===== config.mk =====
export PLATFORM = sky130hd
export DESIGN_NAME = mips_seq_alu
export DESIGN_NICKNAME = d
export VERILOG_FILES = /design/src/rtl/mips_seq_alu.sv
export SDC_FILE = /design/constraint.sdc
export NUM_CORES = 1
export LEC_CHECK = 0
export BUFFER_PORTS_ARGS = -buffer_cell sky130_fd_sc_hd__buf_2
export CAP_MARGIN = 5
export CORE_ASPECT_RATIO = 0.6
export CORE_MARGIN = 2
export CORE_UTILIZATION = 40
export CTS_CLUSTER_DIAMETER = 50
export DETAILED_ROUTE_END_ITERATION = 10
export GPL_ROUTABILITY_DRIVEN = 0
export SYNTH_ARGS = -nofsm -noshare
export SYNTH_HDL_FRONTEND = slang
export SYNTH_SLANG_ARGS = --single-unit

===== constraint.sdc =====
create_clock -name clk -period 3.4 [get_ports clk]
set_clock_uncertainty 0.15 [all_clocks]
set_input_delay 0.51 -clock clk [delete_from_list [all_inputs] [get_ports clk]]
set_output_delay 0.51 -clock clk [all_outputs]
set_load 0.03 [all_outputs]

===== src/rtl/mips_seq_alu.sv =====
// -----------------------------------------------------------------------------
// mips_seq_alu
//   Execution-side ALU driven by the 4-bit ALUoperation code from the ALU
//   control decoder. Logic ops and add/sub/slt finish in one cycle. Shifts move
//   one bit per cycle and multiply is shift-add over WIDTH cycles. A
//   start/busy/done handshake lets the datapath stall on multi-cycle ops.
//
//   Optional feature macro: ALU_MUL_EN
//     defined   -> MUL (1010) is iterative, and the hi output carries the
//                  upper half of the product.
//     undefined -> no multiplier logic and no hi port; 1010 is illegal.
//
// Ports
//   clk           rising-edge clock
//   rst_n         asynchronous active-low reset
//   start         request, taken when idle or in the done cycle
//   ALUoperation  op code
//   A, B          operands (rs, rt/imm)
//   shamt         shift amount for SLL/SRL
//   busy          op in progress (falls together with done)
//   done          one-cycle pulse, result/flags valid
//   result        registered result, held until the next done
//   zero          result == 0
//   ovf           signed overflow, add/sub only
//   illegal       unsupported op code
//   hi            upper product half (ALU_MUL_EN only)
// -----------------------------------------------------------------------------
module mips_seq_alu #(
    parameter int WIDTH   = 32,
    parameter int SHAMT_W = 5
) (
    input  logic               clk,
    input  logic               rst_n,
    input  logic               start,
    input  logic [3:0]         ALUoperation,
    input  logic [WIDTH-1:0]   A,
    input  logic [WIDTH-1:0]   B,
    input  logic [SHAMT_W-1:0] shamt,
    output logic               busy,
    output logic               done,
    output logic [WIDTH-1:0]   result,
    output logic               zero,
    output logic               ovf,
    output logic               illegal
`ifdef ALU_MUL_EN
    ,
    output logic [WIDTH-1:0]   hi
`endif
);

    localparam logic [3:0] OP_AND = 4'b0000;
    localparam logic [3:0] OP_OR  = 4'b0001;
    localparam logic [3:0] OP_ADD = 4'b0010;
    localparam logic [3:0] OP_SUB = 4'b0110;
    localparam logic [3:0] OP_SLT = 4'b0111;
    localparam logic [3:0] OP_NOR = 4'b1100;
    localparam logic [3:0] OP_SLL = 4'b1000;
    localparam logic [3:0] OP_SRL = 4'b1001;
    localparam logic [3:0] OP_MUL = 4'b1010;

    // Counter must hold both the largest shift amount and the WIDTH mul steps.
    localparam int CNT_W = ($clog2(WIDTH + 1) > SHAMT_W) ? $clog2(WIDTH + 1) : SHAMT_W;

    // EXEC is the done cycle for every op; multi-cycle ops land there after
    // their final iteration.
    typedef enum logic [1:0] {
        S_IDLE  = 2'd0,
        S_EXEC  = 2'd1,
        S_SHIFT = 2'd2,
        S_MUL   = 2'd3
    } state_t;

    state_t             state_reg, state_next;
    logic [CNT_W-1:0]   cnt_reg;
    logic [WIDTH-1:0]   work_reg;
    logic               right_reg;
    logic [WIDTH-1:0]   result_reg;
    logic               zero_reg, ovf_reg, illegal_reg;

    logic               accept;
    logic               is_shift, is_mul, last_step;
    state_t             entry_state;
    logic [WIDTH-1:0]   shifted;

    // Single-cycle datapath
    logic               sub_sel;
    logic [WIDTH-1:0]   b_eff, sum;
    logic [WIDTH-1:0]   fast_res;
    logic               fast_ovf, fast_ill;

    assign accept    = start && (state_reg == S_IDLE || state_reg == S_EXEC);
    assign is_shift  = (ALUoperation == OP_SLL) || (ALUoperation == OP_SRL);
`ifdef ALU_MUL_EN
    assign is_mul    = (ALUoperation == OP_MUL);
`else
    assign is_mul    = 1'b0;
`endif
    assign last_step = (cnt_reg == CNT_W'(1));
    assign shifted   = right_reg ? (work_reg >> 1) : (work_reg << 1);

    always_comb begin
        entry_state = S_EXEC;
        if (is_shift && shamt != '0)
            entry_state = S_SHIFT;
        else if (is_mul)
            entry_state = S_MUL;
    end

    // Add and subtract share one adder; SUB feeds ~B with a carry-in of 1.
    assign sub_sel = (ALUoperation == OP_SUB);
    assign b_eff   = sub_sel ? ~B : B;
    assign sum     = A + b_eff + {{(WIDTH-1){1'b0}}, sub_sel};

    always_comb begin
        fast_res = '0;
        fast_ovf = 1'b0;
        fast_ill = 1'b0;
        case (ALUoperation)
            OP_AND: fast_res = A & B;
            OP_OR:  fast_res = A | B;
            OP_NOR: fast_res = ~(A | B);
            OP_ADD, OP_SUB: begin
                fast_res = sum;
                fast_ovf = (A[WIDTH-1] == b_eff[WIDTH-1]) && (sum[WIDTH-1] != A[WIDTH-1]);
            end
            // Direct signed compare, so an overflowing A-B cannot flip it.
            OP_SLT: fast_res = {{(WIDTH-1){1'b0}}, ($signed(A) < $signed(B))};
            // Only reached with shamt == 0: the result is A unchanged.
            OP_SLL, OP_SRL: fast_res = A;
`ifdef ALU_MUL_EN
            OP_MUL: fast_res = '0;   // handled by the iterative path
`endif
            default: fast_ill = 1'b1;
        endcase
    end

`ifdef ALU_MUL_EN
    // Shift-add multiplier: acc holds the upper product half, work_reg the
    // multiplier shifting out on the right while product bits enter on the left.
    logic [WIDTH-1:0] acc_reg, mcand_reg, hi_reg;
    logic [WIDTH:0]   mul_sum;
    logic [WIDTH-1:0] acc_step, low_step;

    assign mul_sum  = {1'b0, acc_reg} + (work_reg[0] ? {1'b0, mcand_reg} : '0);
    assign acc_step = mul_sum[WIDTH:1];
    assign low_step = {mul_sum[0], work_reg[WIDTH-1:1]};
    assign hi       = hi_reg;
`endif

    // Next-state logic
    always_comb begin
        state_next = state_reg;
        case (state_reg)
            S_IDLE:  if (accept) state_next = entry_state;
            S_EXEC:  state_next = accept ? entry_state : S_IDLE;
            S_SHIFT: if (last_step) state_next = S_EXEC;
`ifdef ALU_MUL_EN
            S_MUL:   if (last_step) state_next = S_EXEC;
`endif
            default: state_next = S_IDLE;
        endcase
    end

    always_ff @(posedge clk or negedge rst_n) begin
        if (!rst_n)
            state_reg <= S_IDLE;
        else
            state_reg <= state_next;
    end

    // Datapath and result registers
    always_ff @(posedge clk or negedge rst_n) begin
        if (!rst_n) begin
            cnt_reg     <= '0;
            work_reg    <= '0;
            right_reg   <= 1'b0;
            result_reg  <= '0;
            zero_reg    <= 1'b0;
            ovf_reg     <= 1'b0;
            illegal_reg <= 1'b0;
`ifdef ALU_MUL_EN
            acc_reg     <= '0;
            mcand_reg   <= '0;
            hi_reg      <= '0;
`endif
        end else if (accept) begin
            if (entry_state == S_SHIFT) begin
                work_reg  <= A;
                right_reg <= ALUoperation[0];
                cnt_reg   <= CNT_W'(shamt);
`ifdef ALU_MUL_EN
            end else if (entry_state == S_MUL) begin
                work_reg  <= B;
                mcand_reg <= A;
                acc_reg   <= '0;
                cnt_reg   <= CNT_W'(WIDTH);
`endif
            end else begin
                result_reg  <= fast_res;
                zero_reg    <= (fast_res == '0);
                ovf_reg     <= fast_ovf;
                illegal_reg <= fast_ill;
`ifdef ALU_MUL_EN
                hi_reg      <= '0;
`endif
            end
        end else if (state_reg == S_SHIFT) begin
            if (last_step) begin
                result_reg  <= shifted;
                zero_reg    <= (shifted == '0);
                ovf_reg     <= 1'b0;
                illegal_reg <= 1'b0;
`ifdef ALU_MUL_EN
                hi_reg      <= '0;
`endif
            end else begin
                work_reg <= shifted;
                cnt_reg  <= cnt_reg - CNT_W'(1);
            end
`ifdef ALU_MUL_EN
        end else if (state_reg == S_MUL) begin
            if (last_step) begin
                result_reg  <= low_step;
                hi_reg      <= acc_step;
                zero_reg    <= (low_step == '0);
                ovf_reg     <= 1'b0;
                illegal_reg <= 1'b0;
            end else begin
                acc_reg  <= acc_step;
                work_reg <= low_step;
                cnt_reg  <= cnt_reg - CNT_W'(1);
            end
`endif
        end
    end

    assign busy    = (state_reg != S_IDLE);
    assign done    = (state_reg == S_EXEC);
    assign result  = result_reg;
    assign zero    = zero_reg;
    assign ovf     = ovf_reg;
    assign illegal = illegal_reg;

endmodule


== Word-level counts from Yosys, hierarchy flattened ==
Cells that the tools add are included.

* ROM bits: 0
* Logic and storage cells: 86
* Bits in latches: 0
* Input bits: 76
* RAM bits: 0
* Memories kept: 0
* Register bits after elaboration: 76

* Muxes and demuxes: 32
* Order comparisons: 1
* Shifts and indexed selects: 0
* Reductions and logical operators: 20
* $add $sub $neg: 3
* Bitwise operators: 4
* Multiply operators: 0
* Div/mod/pow operators: 0
* Eq/ne operators: 18

{| class="wikitable"
|+ Operators with widths
! operator !! count
|-
| 32-bit two-way mux || 10
|-
| 32-bit case mux with 6 select lines || 1
|-
| 32-bit zero test || 2
|-
| 32-bit inverter || 2
|-
| 32-bit by 1-bit adder with 32-bit output || 1
|-
| 32-bit adder || 1
|-
| 32-bit bitwise AND || 1
|-
| 32-bit < comparator || 1
|-
| 32-bit OR || 1
|-
| 6-bit two-way mux || 4
|-
| 4-bit == test, second input constant || 3
|-
| 1-bit two-way mux || 12
|-
| 4-bit by 3-bit == test with 1-bit output, second input constant || 2
|-
| 2-bit two-way mux || 4
|-
| 2-bit inequality test, second input constant || 4
|-
| 8-bit OR reduction || 1
|-
| 6-bit by 1-bit == test with 1-bit output, second input constant || 1
|-
| 2-bit case mux with 3 select lines || 1
|-
| 3-bit AND reduction || 2
|-
| 2-bit nonzero test || 3
|-
| 6-bit by 1-bit subtractor with 6-bit output, second input constant || 1
|-
| 5-bit nonzero test || 1
|-
| 2-bit == test, second input constant || 2
|-
| 4-bit by 1-bit == test with 1-bit output, second input constant || 1
|-
| other kinds (11) || 16
|}

== Depth between registers and ports, before layout ==
* Depth in word-level cells: 9
* Mapped depth: 17
* Depth with buffers taken out: 14

== Least setup slack after synthesis ==
Ideal clock, no wire load.

* Kind: input to register
* Start: in ALUoperation[0]
* End: reg zero_reg, in the netlist zero
* Stages: 17
* Path buffers: 3
* Arrival time: 3.872 ns
* Data required time: 3.155 ns
* Setup slack: -0.717 ns
* Cells stage by stage: buf_4 > nand4bb_1 > buf_2 > buf_1 > nor2_1 > a21oi_1 > fa_1 > nand3b_1 > a21oi_1 > nor2b_1 > mux2_2 > a221oi_1 > nand4_1 > or4_1 > nor4_1 > nand4_1 > o31ai_1

* Word-level cells in the longest chain between the ends: 8
* Elaborated cells on any way between the ends: 23

{| class="wikitable"
|+ RTL lines
! element !! line !! text
|-
| from (decl) || 35 || <nowiki>input logic [3:0] ALUoperation,</nowiki>
|-
| 4-bit by 3-bit == test with 1-bit output || 110, 118 ||
|-
| 32-bit two-way mux || 111 || <nowiki>assign b_eff = sub_sel ? ~B : B;</nowiki>
|-
| 32-bit adder || 112 || <nowiki>assign sum = A + b_eff + {{(WIDTH-1){1'b0}}, sub_sel};</nowiki>
|-
| 32-bit by 1-bit adder with 32-bit output || 112 ||
|-
| 32-bit case mux with 6 select lines || 118 || <nowiki>case (ALUoperation)</nowiki>
|-
| 32-bit zero test || 200 || <nowiki>zero_reg <= (fast_res == '0);</nowiki>
|-
| 1-bit two-way mux || 187 || <nowiki>if (entry_state == S_SHIFT) begin</nowiki>
|-
| 1-bit two-way mux || 186 || <nowiki>end else if (accept) begin</nowiki>
|-
| to (signal assigned) || 200 ||
|-
| to (signal assigned) || 210 || <nowiki>zero_reg <= (shifted == '0);</nowiki>
|-
| to (decl) || 78 || <nowiki>logic zero_reg, ovf_reg, illegal_reg;</nowiki>
|}

Parallel ways exist; a longest one is shown, timed or not. The select of a mux whose other input is x is not followed.
A chain may end at the register's enable or synchronous reset.

== Worst setup path in the final report ==
Same ends and word-level chain as after synthesis.

==> reports/results.txt <==
WS Path Type: primary input to flip-flop
crit path capture type: flip-flop
Post-DRT Antenna Nets: 0
number of flops mapped to enable cells by yosys: 0
IR drop worst, VDD: 0.266 mV
CTS Buf Count: 9
pwr dens: 443 nW/um^2
CTS tree: built
CTS H-tree depth: 3
Root Driver: clkbuf_16
die area: 23,200 um^2
DR pass1 iterations: 5
RSZ-0062 raised after global routing: true
Slew @ Worst Pin: 962 ps
wire length per cell: 19.7 um
worst skew pair latency: 340 ps
total power: 5.43 mW
Mapped Nets: 1,344
clk buf depth: 2
cell count after synthesis: 1,132
area delta synth->final: 39.2%
period utilisation layout: 108%
starting density of the core: 41.3%
Synth area leaders: dfrtp_1 (22%), ha_1 (19%), o21ai_0 (6.1%)
DIE WIDTH: 195 um
Mapped Avg Cell Area: 7.77 um^2
worst path buffer plus inverter count: 3
post-DP HPWL: 26.7 mm
Die Y: 119 um
predominant post-synthesis flop cell: dfrtp_1
Via density: 5.67
area leader, netlist: dfrtp_1
Post-Syn Area: 8800 um^2
worst rel slew slack: 35.9%
wire length of the first global-routing pass: 50.5 mm
share of layout cells above drive strength 1: 33.1%
Yosys warning total: 0
final worst slack: -270 ps
delay-heaviest family, CP: compound AO/OA/AOI/OAI gates
gr usage total: 28.2%
initial antenna violation count: 0
drt first-iter violations: 900
Fin. Hold Viols: 0
Crit-path slowest cell: or3_4
slowest stage delay, CP: 370 ps
Yosys top cell area share: 21.6%
I/O Buffers: 112
Critical Path RT: 3500 ps
final setup fails: 13
Critical Path AT: 3770 ps
Pins Over Slew Limit: 0
vias in the first global route: 8,689
violated checks: setup timing
Reg clk slew, reported paths: 60 ps
CP Launch Type: primary input
number of I/O pins: 113
Period minus WS final: 3670 ps
Post-layout nets: 1,634
Cell variety after synth: 68
HP Class: primary input to asynchronous set/reset pin
Seq cells post-synth: 76
Seq/Total Area, Yosys: 21.6%
DR vias: 9,667
row cnt: 41
core area: 21,300 um^2
status: complete, but fails checks
n_diodes: 0
final core utilization: 57.5%
share of flip-flops with an asynchronous set or reset: 100%
largest net degree at the start of global routing: 77
cells along the critical path: buf_6, nand4bb_4, buf_12, xnor2_2, ha_1, nand2_1, or3_4, a211oi_4, buf_6, o311ai_4, a211oi_4, o21a_1, o31ai_2, nor4_1, nand4_1, o31ai_2
clk sinks: 76
DRC errors left: 0
Overflow after GRT: 0
Max Cap Viol: 0
final wirelength: 33.5 mm
fmax: 0.272 GHz
leak pwr: 5.82 nW
crit-path max FO: 18
==> synth_stat cells, types with 9 or more instances <==
| master | count |
|---|---|
| nand2_1 | 119 |
| clkbuf_1 | 52 |
| a221oi_1 | 21 |
| a21oi_1 | 105 |
| nor4_1 | 13 |
| nand4_1 | 15 |
| mux2i_1 | 34 |
| o31ai_1 | 11 |
| xnor2_1 | 45 |
| mux2_2 | 9 |
| o21a_1 | 9 |
| nor3_1 | 13 |
| nor2b_1 | 9 |
| a211oi_1 | 10 |
| inv_1 | 93 |
| dfrtp_1 | 76 |
| o21ai_0 | 107 |
| o221ai_1 | 14 |
| nor2_1 | 90 |
| a221o_1 | 14 |
| nand3_1 | 18 |
| ha_1 | 135 |
==> where the power goes <==
part | total, mW | leakage, nW | switching (mW) | internal (mW)
combinational | 2.79 | 4.78 | 1.63 | 1.16
clock | 1.12 | 0.169 | 0.386 | 0.737
sequential | 1.51 | 0.872 | 0.296 | 1.22
total | 5.43 | 5.82 | 2.31 | 3.12
==> final cells by class <==
| class | instances | area [um^2] |
|---|---|---|
| fill | 1929 | 9040 |
| multi-input combinational | 901 | 6960 |
| timing repair buffer | 341 | 2340 |
| sequential | 76 | 1900 |
| inverter | 93 | 349 |
| tap | 279 | 349 |
| clock buffer | 10 | 239 |
| clock inverter | 6 | 111 |
==> worst register-to-register path, delay by kind of cell, from the launching register on <==
| family | cells | cell delay (ps) |
|---|---|---|
| AO/OA/AOI/OAI | 3 | 540 |
| buffers and inverters | 1 | 360 |
| flip-flops | 1 | 830 |
| multiplexers | 1 | 220 |
| AND/OR/NAND/NOR | 2 | 680 |
==> final timing paths <==
path	endpoint	depth (start not counted)	slack [ps]	start
hold / removal	result[9]	1	190	rst_n
min in group clk	cnt_reg[1]	3	320	shamt[1]
setup / recovery	zero	16	-270	ALUoperation[0]
setup reg to reg	zero	7	530	right_reg
max in group asynchronous	right_reg	1	2250	rst_n
hold reg to reg	work_reg[0]	2	340	work_reg[0]
==> logic make-up (layout without fill, tap and decap cells) <==
logic type                 count (synthesis)  count (layout)  share of synthesized area (%)
AOI/OAI and AO/OA                        349             349                           25.1
and+or+nand+nor                          320             320                           16.9
xor gates and xnor gates                  53              53                           5.27
DFF                                       76              76                           21.6
muxes                                     43              43                           5.02
buffers and inverters                    155             450                           6.67
adders and majority gates                136             136                           19.4
==> layer usage <==
layer  share of wire, %  wire [um]  GRT usage (%)  up-vias
li1                   -          -              -     4635
met1                 51      17200           46.9     4573
met2                 36      12100           34.6      434
met3                 12       4000           8.13       25
met4               0.80        268           3.67        0
met5                  0          0              0        -
==> cells in the final DEF, fill, tap and decap left out, types with 9 or more instances in the layout <==
cell / instances
buf_4: 222
ha_1: 135
nand2_1: 118
buf_2: 110
inv_1: 93
nor2_1: 85
a21oi_1: 79
dfrtp_1: 75
o21ai_0: 74
xnor2_1: 39
mux2i_1: 33
a21oi_2: 22
a221oi_1: 20
nand3_1: 17
o21ai_1: 16
nand4_1: 15
a221o_1: 14
o21ai_2: 14
o221ai_1: 13
nor3_1: 12
nor4_1: 10
nor2b_1: 9
clkbuf_16: 9
==> what timing repair did <==
| item | in CTS | in global routing |
|---|---|---|
| pin swaps | 29 | 27 |
| endpoints found under the setup margin | 21 | 22 |
| buffers inserted | 6 | 6 |
| hold endpoints to repair | 0 | 0 |
| gates cloned | 0 | 0 |
| hold buffers | 0 | 0 |
| resized for setup | 46 | 84 |
==> metrics by stage <==
| stage | hold slack, ps | instance area (um^2) | cells | TNS (ps) | setup slack (ps) |
|---|---|---|---|---|---|
| 2_1_floorplan | 64.4 | 8950 | 1132 | -1650 | -327 |
| 3_3_place_gp | 319 | 11300 | 1681 | -10810 | -740 |
| 3_5_place_dp | 334 | 11300 | 1681 | -12650 | -847 |
| 4_1_cts | 218 | 11900 | 1703 | -784 | -211 |
| 5_1_grt | 263 | 12200 | 1706 | -3710 | -449 |
| 6_report | 189 | 12200 | 1706 | -1690 | -270 |
Power figures use the tool's default switching activity.
